<file path="src/rtl/ysyx_22051013_mem_arbiter.sv">
// Round-robin arbiter between icache refills and dcache/LSU accesses
// in front of the single AXI bridge, with a sticky response watchdog.
//
// Ports:
//   clk, rst                    clock, sync active-high reset
//   i_ena/i_addr                icache request (level, read only)
//   i_rdata/i_valid             icache response (valid is a 1-cycle pulse)
//   d_ena/d_we/d_addr/
//   d_wdata/d_wstrb             dcache request (level)
//   d_rdata/d_valid             dcache response (also acks writes)
//   mem_ena/mem_we/mem_addr/
//   mem_wdata/mem_wstrb         latched request towards the bridge
//   mem_rdata/mem_valid         bridge response
//   grant_owner                 00 none, 01 icache, 10 dcache
//   err                         sticky watchdog timeout flag
module ysyx_22051013_mem_arbiter #(
  parameter int ADDR_W  = 64,
  parameter int DATA_W  = 64,
  parameter int TIMEOUT = 1024
) (
  input  logic                clk,
  input  logic                rst,
  input  logic                i_ena,
  input  logic [ADDR_W-1:0]   i_addr,
  output logic [DATA_W-1:0]   i_rdata,
  output logic                i_valid,
  input  logic                d_ena,
  input  logic                d_we,
  input  logic [ADDR_W-1:0]   d_addr,
  input  logic [DATA_W-1:0]   d_wdata,
  input  logic [DATA_W/8-1:0] d_wstrb,
  output logic [DATA_W-1:0]   d_rdata,
  output logic                d_valid,
  output logic                mem_ena,
  output logic                mem_we,
  output logic [ADDR_W-1:0]   mem_addr,
  output logic [DATA_W-1:0]   mem_wdata,
  output logic [DATA_W/8-1:0] mem_wstrb,
  input  logic [DATA_W-1:0]   mem_rdata,
  input  logic                mem_valid,
  output logic [1:0]          grant_owner,
  output logic                err
);

  typedef enum logic [1:0] {
    IDLE    = 2'd0,
    GRANT_I = 2'd1,
    GRANT_D = 2'd2,
    RELEASE = 2'd3
  } state_e;

  localparam logic [16:0] TO = 17'(TIMEOUT);

  state_e              state_q, state_d;
  logic                last_q, last_d;
  logic                we_q, we_d;
  logic [ADDR_W-1:0]   addr_q, addr_d;
  logic [DATA_W-1:0]   wdata_q, wdata_d;
  logic [DATA_W/8-1:0] wstrb_q, wstrb_d;
  logic [15:0]         cnt_q, cnt_d;
  logic                err_q, err_d;
  logic [1:0]          own_q, own_d;
  logic                pick_i, pick_d;
  logic                in_grant;

  // last_q: 0 = icache was granted last, 1 = dcache
  assign pick_i = i_ena & (~d_ena | last_q);
  assign pick_d = d_ena & (~i_ena | ~last_q);

  always_comb begin
    state_d = state_q;
    last_d  = last_q;
    we_d    = we_q;
    addr_d  = addr_q;
    wdata_d = wdata_q;
    wstrb_d = wstrb_q;
    cnt_d   = cnt_q;
    err_d   = err_q;
    unique case (state_q)
      IDLE: begin
        if (pick_i) begin
          state_d = GRANT_I;
          last_d  = 1'b0;
          we_d    = 1'b0;
          addr_d  = i_addr;
          wdata_d = '0;
          wstrb_d = '0;
          cnt_d   = '0;
        end else if (pick_d) begin
          state_d = GRANT_D;
          last_d  = 1'b1;
          we_d    = d_we;
          addr_d  = d_addr;
          wdata_d = d_wdata;
          wstrb_d = d_wstrb;
          cnt_d   = '0;
        end
      end
      GRANT_I, GRANT_D: begin
        if (mem_valid) begin
          state_d = RELEASE;
        end else begin
          if (cnt_q != 16'hFFFF) cnt_d = cnt_q + 16'd1;
          if ({1'b0, cnt_q} + 17'd1 >= TO) err_d = 1'b1;
        end
      end
      RELEASE: state_d = IDLE;
      default: state_d = IDLE;
    endcase
  end

  always_comb begin
    own_d = 2'b00;
    if (state_d == GRANT_I) own_d = 2'b01;
    if (state_d == GRANT_D) own_d = 2'b10;
  end

  always_ff @(posedge clk) begin
    if (rst) begin
      state_q <= IDLE;
      last_q  <= 1'b0;
      we_q    <= 1'b0;
      addr_q  <= '0;
      wdata_q <= '0;
      wstrb_q <= '0;
      cnt_q   <= '0;
      err_q   <= 1'b0;
      own_q   <= 2'b00;
    end else begin
      state_q <= state_d;
      last_q  <= last_d;
      we_q    <= we_d;
      addr_q  <= addr_d;
      wdata_q <= wdata_d;
      wstrb_q <= wstrb_d;
      cnt_q   <= cnt_d;
      err_q   <= err_d;
      own_q   <= own_d;
    end
  end

  assign in_grant    = (state_q == GRANT_I) | (state_q == GRANT_D);
  assign mem_ena     = in_grant & ~mem_valid;
  assign mem_we      = we_q;
  assign mem_addr    = addr_q;
  assign mem_wdata   = wdata_q;
  assign mem_wstrb   = wstrb_q;
  assign i_valid     = (state_q == GRANT_I) & mem_valid;
  assign d_valid     = (state_q == GRANT_D) & mem_valid;
  assign i_rdata     = i_valid ? mem_rdata : '0;
  assign d_rdata     = d_valid ? mem_rdata : '0;
  assign grant_owner = own_q;
  assign err         = err_q;

endmodule

</file>
<file path="config.mk">
export PLATFORM = sky130hd
export DESIGN_NAME = ysyx_22051013_mem_arbiter
export DESIGN_NICKNAME = d
export VERILOG_FILES = /design/src/rtl/ysyx_22051013_mem_arbiter.sv
export SDC_FILE = /design/constraint.sdc
export NUM_CORES = 1
export LEC_CHECK = 0
export ABC_CLOCK_PERIOD_IN_PS = 6200
export CAP_MARGIN = 0
export CORE_AREA = 2 2 209 211
export CTS_CLUSTER_DIAMETER = 120
export DETAILED_ROUTE_END_ITERATION = 7
export DIE_AREA = 0 0 211 213
export REMOVE_ABC_BUFFERS = 1
export SLEW_MARGIN = 10
export SYNTH_ARGS = -nofsm -noshare
export SYNTH_HDL_FRONTEND = slang
export SYNTH_SLANG_ARGS = --single-unit
</file>
<file path="constraint.sdc">
create_clock -name clk -period 6.2 [get_ports clk]
set_input_delay 0.62 -clock clk [delete_from_list [all_inputs] [get_ports clk]]
set_output_delay 0.62 -clock clk [all_outputs]
set_load 0.01 [all_outputs]
</file>
==> metrics.txt <==
Crit. End Element=primary output; post-synthesis adder-cell area fraction=0.6748%; flip-flop and latch area=0.003183 mm²; maximum clock rate=304.8 MHz; clk buf depth=2; row cnt=76; worst-skew pair later-pin latency=0.45 ns; Slew HR=39.66%; Clock transition at path regs=0.07 ns; final WL=34180 µm; CORE AREA=0.04270 mm²; Worst-Margin Slew=0.9051 ns; final instance area=0.01389 mm²; Iteration-0 DRC Markers=514; # resized after CTS=0; Post-CTS Setup Inserts=0; RSZ-0062 raised after global routing=false; area of the mapped netlist=0.007417 mm²; Yosys reg bits=159; multiplexer share of the synthesized area=8.924%; worst-case reg-to-reg path depth=6; CTS sink count=159; count leader, synth=dfxtp_1; Setup WS pre-CTS=2.900 ns; crit-path max FO=70; post-route antenna net violation count=0; worst hold slack=0.4953 ns; Synth Area per Inst=8.655 µm²; Core Util, Final=32.53%; max-cap viol count=0; All-Layer GR Usage=14.63%; post-synthesis sequential area ratio=42.91%; largest family of logic cells by synthesized area=simple AND/OR/NAND/NOR gates; met3 Use GR=5.280%; Compound-Gate Fraction of Synth Area=18.17%; vias=8389; gpl congestion=0.8866; number of global-route vias before repair=8256; Power Total=4.981 mW; simple-gate share of the synthesized area=23.73%; Final Hold Viols=0; placed cells=1864; Synth Instances=857; Ys Warns=0; drt wl/cell=18.00 µm; synth unique cells=49; top cell type's share of synthesized area=42.91%; TritonCTS clock tree=yes; fin cells=1899; skew final=0.009547 ns; largest net degree at the start of global routing=81; cts hold-fix bufs=0; fill count=4475; footprint of the multi-input gates=0.003887 mm²; routed vias/inst=4.418; Worst IR Drop VDD=0.2463 mV; final setup violation count=0; I/O pins=541; first-pass GRT wire length=49270 µm; Pwr Density=358.6 mW/mm²; met2 Use GR=26.79%; Reg2Reg Launch Point=state_q[0]; die width=211 µm; Area Overhead vs Synth=87.25%; worst hold stages=2; Setup crit start kind=input pin; xor/xnor share of the synthesized area=0.3543%; fin. max-slew vios=0; end of the worst hold path=mem_addr[37]; clk root buf=clkbuf_16; Main synth FF type=dfxtp_1; Final HPWL DP=25990 µm; setup TNS=0 ns; top post-synthesis cells by area=dfxtp_1, and3_1, mux2i_1, nor2_1, a22oi_1; First-pass DRT Iterations=5; final worst-path setup slack=2.919 ns; share of layout cells above drive strength 1=4.003%; Initial Util=17.37%; antenna violations before repair=11; Crit Path Category=in2out; hold_sp=mem_addr[37]; EDFF count, synth=0; grt total ovfl=0; die height=213 µm; async set-or-reset flop fraction in the synthesized netlist=0%; most frequent cells after synthesis=dfxtp_1, nor2_1, and3_1, a22oi_1, clkbuf_1; die area=0.04494 mm²; Buffers on Ports=540; Req. time, crit path=5.58 ns; fin nets=1611; Leakage Power=5.645 nW; Final Cycle Share=52.92%; Yosys top cell by area=dfxtp_1; R2R Path End=mem_addr[14]; met1 GRT Util=14.32%; # DRC=0; hold crit path type=reg2reg; WP data arrival=2.66 ns; FF-to-FF setup slack=3.59 ns; GR peak layer=met2; H-tree level count=4; placed inst area=0.01325 mm²; final worst path period need=3.281 ns; total CTS buffers=17; status=finished, final reports clean
==> routing by layer <==
layer / vias up / share of wire (%)
met2: 406 / 52
li1: 4090 / -
met3: 65 / 8.8
met1: 3828 / 36
met5: - / 0
met4: 0 / 4.1
==> logic make-up after synthesis <==
logic type	count (synthesis)
XOR/XNOR	3
adder cells (fa/ha/maj)	4
AO/OA/AOI/OAI	186
multiplexers	66
AND/OR/NAND/NOR	345
buffers and inverters	94
flip-flops	159
==> flip-flops by register name (all words and copies together) (netlist names) <==
register,flops
mem_wdata,64
last_q,1
state_q,2
mem_addr,64
mem_we,1
mem_wstrb,8
cnt_q,16
err,1
grant_owner,2
==> worst max-delay path, cell delays in order <==
cell and delay, ns:
buf_2 0.66, buf_4 0.54, and3_1 0.25, clkdlybuf4s50_1 0.53
==> worst max-delay path by stage <==
stage          startpoint             end  slack (ns)  cells past startpoint
3_5_place_dp        d_ena    mem_addr[26]        2.90                      7
4_1_cts        state_q[1]         mem_ena        2.96                      4
2_1_floorplan       d_ena  grant_owner[0]       -2.00                      5
6_report        mem_valid     d_rdata[17]        2.92                      4
5_1_grt         mem_valid     d_rdata[18]        2.74                      4
3_3_place_gp        d_ena    mem_addr[32]        2.93                      7
==> where the power goes <==
part | total (mW) | internal, mW | leakage (nW) | switching [mW]
clock network | 1.17 | 0.699 | 0.308 | 0.470
logic | 2.38 | 1.15 | 4.03 | 1.23
registers | 1.43 | 1.29 | 1.31 | 0.149
total | 4.98 | 3.13 | 5.65 | 1.85
==> cell usage in the layout, fill, tap and decap left out, drive strengths merged, types with 3 or more instances in the layout <==
cell / count
a21oi: 18
nand3: 5
nor3: 3
bufinv: 4
nand2: 15
a211oi: 64
nor2: 153
a31oi: 4
inv: 9
nand2b: 3
dfxtp: 159
and2: 5
ha: 4
clkbuf: 20
a22oi: 76
and3: 132
diode: 4
a311oi: 4
mux2i: 65
clkdlybuf4s50: 538
buf: 12
o21ai: 10
nand4: 7
nor4: 5
==> area by class of cell <==
type	count	share of cell area [%]
clock buffer	20	3.288
inverter	5	0.1351
timing repair buffer	550	39.41
tap	546	4.919
multi-input combinational	604	27.99
sequential	159	22.92
clock inverter	11	1.270
antenna	4	0.07207
Power figures use the tool's default switching activity.
